**config.mk**
```make
export PLATFORM = sky130hd
export DESIGN_NAME = hue_calc_sequencer
export DESIGN_NICKNAME = d
export VERILOG_FILES = /design/src/rtl/hue_calc_sequencer.sv
export SDC_FILE = /design/constraint.sdc
export NUM_CORES = 1
export LEC_CHECK = 0
export CORE_ASPECT_RATIO = 1.25
export CORE_MARGIN = 2
export CORE_UTILIZATION = 30
export DETAILED_ROUTE_END_ITERATION = 8
export PLACE_DENSITY = 0.62
export SYNTH_ARGS = -nofsm -noshare
export SYNTH_HDL_FRONTEND = slang
export SYNTH_SLANG_ARGS = --single-unit
```
**constraint.sdc**
```tcl
create_clock -name clk -period 3.4 [get_ports clk]
set_clock_uncertainty 0.1 [all_clocks]
set_input_delay 0.68 -clock clk [delete_from_list [all_inputs] [get_ports clk]]
set_output_delay 0.68 -clock clk [all_outputs]
set_load 0.03 [all_outputs]
```
**src/rtl/hue_calc_sequencer.sv**
```systemverilog
// hue_calc_sequencer: streams a latched frame of note positions through one shared hue calculator and presents the hue array in slot order.
module hue_calc_sequencer #(
  parameter int W = 5,
  parameter int D = 11,
  parameter int NOTES = 12,
  parameter int BinsPerOctave = 24,
  parameter int HC_LAT = 4
) (
  input  logic                   clk,
  input  logic                   rst,
  input  logic                   start_i,
  input  logic [NOTES*(W+D)-1:0] notePositions_i,
  input  logic [NOTES-1:0]       noteValid_i,
  output logic [W+D-1:0]         hcNote_o,
  output logic                   hcStart_o,
  input  logic [D-2:0]           hcHue_i,
  input  logic                   hcValid_i,
  output logic [NOTES*(D-1)-1:0] hues_o,
  output logic [NOTES-1:0]       huesValid_o,
  output logic                   busy_o,
  output logic                   done_o
);
  localparam int PW = W + D;
  localparam int HW = D - 1;
  localparam int CW = $clog2(NOTES + 1);
  localparam logic [PW:0] LIMIT = (PW + 1)'(BinsPerOctave) << D;
  typedef enum logic [1:0] {IDLE, ISSUE, DRAIN, DONE} state_t;
  state_t state, state_nxt;
  logic [PW-1:0] pos_q [NOTES];
  logic [HW-1:0] hue_sh [NOTES];
  logic [HW-1:0] hue_nxt [NOTES];
  logic [NOTES*HW-1:0] hue_flat;
  logic [NOTES-1:0] mask_q, mask_in;
  logic [CW-1:0] issue_idx, write_idx, write_nxt;
  logic wr_en;
  if (HC_LAT < 1) begin : g_bad_lat
    $error("HC_LAT must be at least 1");
  end
  for (genvar g = 0; g < NOTES; g++) begin : g_slot
    assign mask_in[g] = noteValid_i[g] && ({1'b0, notePositions_i[g*PW +: PW]} < LIMIT);
    assign hue_flat[g*HW +: HW] = hue_nxt[g];
  end
  always_comb begin
    wr_en = hcValid_i && (state == ISSUE || state == DRAIN) && write_idx < CW'(NOTES);
    write_nxt = wr_en ? write_idx + CW'(1) : write_idx;
    hue_nxt = hue_sh;
    for (int k = 0; k < NOTES; k++)
      if (wr_en && write_idx == CW'(k)) hue_nxt[k] = mask_q[k] ? hcHue_i : '0;
    state_nxt = state == IDLE  ? (start_i ? ISSUE : IDLE) :
                state == ISSUE ? (issue_idx == CW'(NOTES - 1) ? DRAIN : ISSUE) :
                state == DRAIN ? (write_nxt == CW'(NOTES) ? DONE : DRAIN) : IDLE;
    hcStart_o = state == ISSUE;
    hcNote_o = (state == ISSUE && mask_q[issue_idx]) ? pos_q[issue_idx] : '0;
    busy_o = state != IDLE;
    done_o = state == DONE;
  end
  always_ff @(posedge clk) begin
    if (rst) begin
      state <= IDLE;
      issue_idx <= '0;
      write_idx <= '0;
      mask_q <= '0;
      pos_q <= '{default: '0};
      hue_sh <= '{default: '0};
      hues_o <= '0;
      huesValid_o <= '0;
    end else begin
      state <= state_nxt;
      issue_idx <= state == ISSUE ? issue_idx + CW'(1) : '0;
      write_idx <= state == IDLE ? '0 : write_nxt;
      hue_sh <= hue_nxt;
      if (state == IDLE && start_i) begin
        mask_q <= mask_in;
        for (int k = 0; k < NOTES; k++) pos_q[k] <= notePositions_i[k*PW +: PW];
      end
      if (state == DRAIN && state_nxt == DONE) begin
        hues_o <= hue_flat;
        huesValid_o <= mask_q;
      end
    end
  end
endmodule
```
==> summary.md <==
- 82.59 ps — worst slack, placed
- 230.1 um — x dimension of the die
- 12,320 uW — overall power
- 34.18% — Area growth syn-to-layout
- 15 — number of antenna violations at the first check in global routing
- 0.1853 — GRT Overall Usage
- 37 — distinct cell type count after synthesis
- 25,720 um2 — summed area of non-filler cells in the final layout
- 466 — TritonCTS sink count
- 44,310 um — detailed placement HPWL
- 0 — Synth warnings
- 60 ps — Worst-path clk slew
- 0.2262 — met1 track demand over resource
- 15,930 — total via count after detailed routing
- 0.4867 — area share of the largest cell type after synthesis
- 0 — final hold violation count
- met2 — most heavily used metal layer in global routing
- 19,170 um2 — summed instance area of the synthesized netlist
- primary output — endpoint class of the critical path
- 5 — detailed-router iteration count before antenna repair
- 4.833 — vias per cell
- 0.9859 — fin crit share
- 0.4867 — sequential-to-total area share from yosys stat
- 286.6 um — Die Span Y
- built — clock tree from TritonCTS
- clkbuf_16 — buffer type at the clock tree root
- 0.009478 uW — Leak Pwr
- 0.2926 — headroom to the max-slew limit
- dfxtp_1 — largest area contributor in the synthesized netlist
- dfxtp_1 (49%), nand2_1 (10%), a21oi_1 (8.9%) — top area cells in the synthesized netlist
- 0 — count of pins over their slew limit
- 2,097 — number of standard cells after synthesis
- 2620 ps — required time worst endpoint
- 466 — register bit total from synthesis
- 19.10 um — wire length per cell after detailed routing
- 47.80 ps — post-route setup slack
- 15,750 — number of global-route vias before repair
- reg2reg — worst hold-check path type
- 3 — Longest Clk Path Bufs
- 0.3198 — met2 capacity usage during global routing
- 0.8712 — final RePlAce weighted congestion
- 0.1408 — fraction of layout instances using a drive strength above 1
- 0 — number of maximum-capacitance constraint violations
- 0.0003047 V — largest vdd supply drop
- 0 — Synth async-reset ratio
- 103 — number of core rows
- 2 — CTS H-Tree Depth
- dfxtp_1 — Synth Flop Type
- 62,930 um — sum of routed wire length over all layers
- 478.8 nW/um2 — total power density per cell area
- 63,150 um2 — placeable core area
- 368 — number of buffers inserted by port buffering
- 48 — Inserted Clock Buffers
- true — unrepaired setup endpoints after global routing
- 9374 uW — Cell Int Power
- 9.141 um2 — mean instance size in the synthesized netlist
- 0 — count of flip-flops with a built-in enable after synthesis
- 0 — final setup violating endpoints
- 6,221 — Filler Cell Count
- 2941 uW — switching power summed over all nets
- 2,324 — Net Count, Synth
- 65,950 um2 — Total Die Area
- 0 — global-route congestion overflow total
- 0 ps — Setup TNS Final
- 0 — remaining antenna violation count after routing
- 298.3 MHz — achievable clock frequency
- 2,639 — net total in the final layout
- 600 ps — Worst-Skew Late Latency
- 0.455 — share of total power in the clock network
- reg2out — critical path start-end classification
- 0.2388 — switching share of power
- 205 — pin count of the biggest net entering global routing
- complete, no violations — run status
- 945 — Iteration-0 DRC Markers
- 6 — critical path fanouts, max
- 0.083 — combinational fraction of design power
- 0 — hold buffer count at cts
- 1061 ps — Worst Max-Slew Pin Slew
- 2570 ps — worst endpoint data arrival time
- 23,810 um2 — area of placed instances
- 0 — post-route DRC violation count
- 0.3036 — starting density of the core
- 3352 ps — fin crit period
- 0.462 — sequential power share
- 0.03984 — met3 capacity usage during global routing
- register — kind of start point of the critical path
- 369 — I/O Pins
- 94,300 um — first-pass GRT wire length
## power groups by stage
stage	logic (uW)	clock network, uW	registers [uW]
detailed placement	1000	0	5810
global route	1110	5960	5700
CTS	1010	5770	5690
finish	1020	5610	5690
floorplan	497	0	5780
global placement	986	0	5800
## worst paths after layout
path,from,end,slack [ps],depth (start not counted)
max,issue_idx[0],hcNote_o[13],50,8
min reg2reg,pos_q[135],pos_q[135],350,2
min,pos_q[135],pos_q[135],350,2
max reg2reg,state[0],hues_o[26],370,8
## state kept, by name, indices dropped and copies added (netlist names)
name	flops
hue_sh	120
huesValid_o	12
hues_o	120
issue_idx	4
mask_q	12
pos_q	192
state	2
write_idx	4
## cell usage in the layout (no fill, tap or decap), types with 48 or more instances in the layout
master	n
nand2_1	535
clkdlybuf4s50_1	351
clkbuf_16	50
a21oi_1	339
nor2b_1	124
nand3_1	146
mux4_2	51
mux2_4	100
buf_4	48
dfxtp_1	464
## critical path: stages (launching register included)
cell	delay, ps
dfxtp_4	440
buf_12	170
buf_12	110
mux4_2	540
mux2i_1	160
nor2_1	60
a21oi_2	200
nor2_1	130
buf_12	150
## layout make-up
type	count	area (um2)	share of cell area
multi-input combinational	1462	9165	0.3563
inverter	6	22.52	0.0008756
clock buffer	71	1418	0.05511
clock inverter	17	265.3	0.01031
tap	840	1051	0.04086
sequential	466	9336	0.3630
antenna	5	12.51	0.0004864
timing repair buffer	428	4452	0.1731
## metrics by stage
step                std cells    util  hold WS [ps]
floorplan                2097       -         332.3
global placement         3191  0.3770         339.0
detailed placement       3191  0.3770         345.3
CTS                      3284  0.4049         353.9
global route             3294  0.4073         368.8
finish                   3295  0.4073         352.3
## routing by layer
metal / routed length, um / up-vias
li1: - / 7674
met1: 25800 / 7572
met2: 30910 / 540
met3: 3977 / 120
met4: 2117 / 20
met5: 123 / -
## synth_stat cells (all sizes together) (6+ instances only)
| cell type | instances |
|---|---|
| mux2i | 31 |
| nand2 | 536 |
| nor2b | 125 |
| mux4 | 51 |
| buf | 34 |
| nand3 | 146 |
| nor3 | 8 |
| ha | 9 |
| inv | 6 |
| dfxtp | 466 |
| nor2 | 46 |
| a21oi | 340 |
| clkbuf | 129 |
| mux2 | 120 |
| nand2b | 27 |
## cells by family after synthesis
logic type	after synthesis	share of synthesized area
AO/OA/AOI/OAI	349	0.09347
XOR/XNOR	3	0.001371
adder cells (fa/ha/maj)	9	0.005874
buffers and inverters	169	0.03799
flip-flops	466	0.4867
multiplexers	202	0.1662
AND/OR/NAND/NOR	899	0.2085
## what timing repair did
action                     CTS  global route
buffers inserted             4             4
pin swaps                    0             2
setup endpoints to repair   13            16
cloned                       1             2
gates resized for setup      6             8
No activity file was read; power rests on OpenSTA's default activity.
==> RTL change (same settings) <==
Re-encode `state_t` (4 states) as one-hot, 4 bits wide.
--- a/src/rtl/hue_calc_sequencer.sv
+++ b/src/rtl/hue_calc_sequencer.sv
@@ -25,5 +25,5 @@
   localparam int CW = $clog2(NOTES + 1);
   localparam logic [PW:0] LIMIT = (PW + 1)'(BinsPerOctave) << D;
-  typedef enum logic [1:0] {IDLE, ISSUE, DRAIN, DONE} state_t;
+  typedef enum logic [3:0] {IDLE = 4'b0001, ISSUE = 4'b0010, DRAIN = 4'b0100, DONE = 4'b1000} state_t;
   state_t state, state_nxt;
   logic [PW-1:0] pos_q [NOTES];
Formal check against the unedited RTL: no difference found for any inputs over 4 cycles, from zero or initial values and one cycle with rst high; so few cycles prove little.
==> RTL change against the original RTL <==
Maximum frequency is 0.67% higher; worst setup slack improved by 0.022 ns; critical path depth down 6; sequential cell count is 2 higher; final area rose by 2.3%; synthesized cell count up 1.1%; sequential share of layout area down 0.67 points; first-iteration DRC count increased by 17%; non-clock buffer count up 13; synthesized area is 3.3% higher; power is 0.64% lower; routed wire length up 4.5%; clock power is 3.6% lower; critical path type unchanged; largest cell class is now multi-input gates.
==> RTL change: results (changes against the original RTL) <==
stage,metric,value,unit,change
outcome,run status,"finished, final reports clean",,
synthesis,sequential cell area fraction in the yosys report,47.3,%,-1.3 points
global_routing,wire length of the first global-routing pass,98.0,mm,+3.9%
clock_network,clock network latency to the later pin of the worst-skew pair,0.58,ns,-0.02 ns
finish,net total in the final layout,2634,,-0.19%
synthesis,number of distinct library cell variants in the gate-level netlist after synthesis,44,,+19%
global_routing,maximum number of pins on one net before global-route repair,79,,-61%
finish,share of final-layout standard cells stronger than drive strength 1,14.3,%,+0.18 points
worst_setup_path,capturing element of the worst setup path,done_o,,
placed_design,placement-stage cell area,24500,sq um,+2.7%
global_routing,met2 routing resource usage after global routing,33.4,%,+1.5 points
routing,number of DRC markers in iteration 0,1101,,+17%
finish,area delta synth->final,32.9,%,
worst_setup_path,"CP delay by family, top",buffers and inverters,,
pwr,Max VDD drop,0.000319,V,+4.8%
hold_path,Worst Hold Launch,pos_q[23],,
placed_design,HPWL after detailed placement,47.2,mm,+6.6%
sta,worst relative slew slack,35.9,%,+6.6 points
worst_setup_path,CP max-delay cell,sky130_fd_sc_hd__clkdlybuf4s50_1,,
routing,DR vias,16442,,+3.2%
global_routing,GRT Util Overall,18.7,%,+0.19 points
global_routing,met1 routing resource usage after global routing,22.5,%,-0.16 points
placed_design,placer congestion estimate,0.893,,+2.5%
worst_setup_path,RR Startpoint,write_idx[0],,
global_routing,via count of the first global-routing pass,16542,,+5.0%
worst_setup_path,endpoint of the lowest-slack register-to-register path,hues_o[118],,
routing,final wirelength,65.8,mm,+4.5%
worst_setup_path,WP data arrival,2.55,ns,-0.02 ns
sta,period utilisation layout,97.9,%,-0.66 points
synthesis,post-synthesis area per instance,9.34,sq um,+2.1%
[RTL change: worst min path at each step]
stage	end	slack (ns)
2_1_floorplan	pos_q[100]	0.33
3_3_place_gp	pos_q[158]	0.34
3_5_place_dp	pos_q[144]	0.35
4_1_cts	pos_q[23]	0.35
5_1_grt	pos_q[147]	0.37
6_report	pos_q[23]	0.35
[RTL change: cells by family (layout without fill, tap and decap cells)]
logic type | after synthesis | in the layout | share of synthesized area (%)
simple gates | 881 | 881 | 19.4
flops | 468 | 468 | 47.3
compound gates | 369 | 369 | 15.2
buf+inv | 206 | 533 | 5.01
mux | 186 | 186 | 12.5
fa+ha+maj | 5 | 5 | 0.316
xor+xnor | 5 | 5 | 0.221
other cells | 0 | 4 | 0
[RTL change: worst reg2reg max path, cell delays in order (launching register included)]
cell                       delay, ns
sky130_fd_sc_hd__dfxtp_1        0.36
sky130_fd_sc_hd__ha_1           0.28
sky130_fd_sc_hd__or4bb_1        0.48
sky130_fd_sc_hd__a21oi_1        0.42
sky130_fd_sc_hd__nand2_4        0.30
sky130_fd_sc_hd__buf_12         0.30
sky130_fd_sc_hd__a221oi_2       0.37
[RTL change: layout make-up]
cell class              count  share of cell area [%]
multi-input cells        1446                    36.3
flip-flops and latches    468                    35.6
repair buffers            441                    17.7
clock buffers              68                    5.39
well taps                 856                    4.07
clock inverters            18                   0.766
inverters                   6                  0.0856
diodes                      4                  0.0380
[RTL change: what timing repair did]
action                     CTS  global route
setup buffers                8             0
pin swaps                    0             0
setup endpoints to repair   16             6
resized for setup            7             7
cloned                       0             1
[RTL change: report_power, final]
group / total [mW] / leakage (nW) / switching, mW / internal (mW)
clock: 5.41 / 0.787 / 2.27 / 3.14
combinational: 1.10 / 4.52 / 0.596 / 0.499
sequential: 5.74 / 3.80 / 0.0926 / 5.64
[RTL change: routing by layer]
layer  part of all wire (%)  up-vias
met5                      0        -
met4                    3.3        0
met3                    5.6      100
met2                     51      491
met1                     40     8006
li1                       -     7845
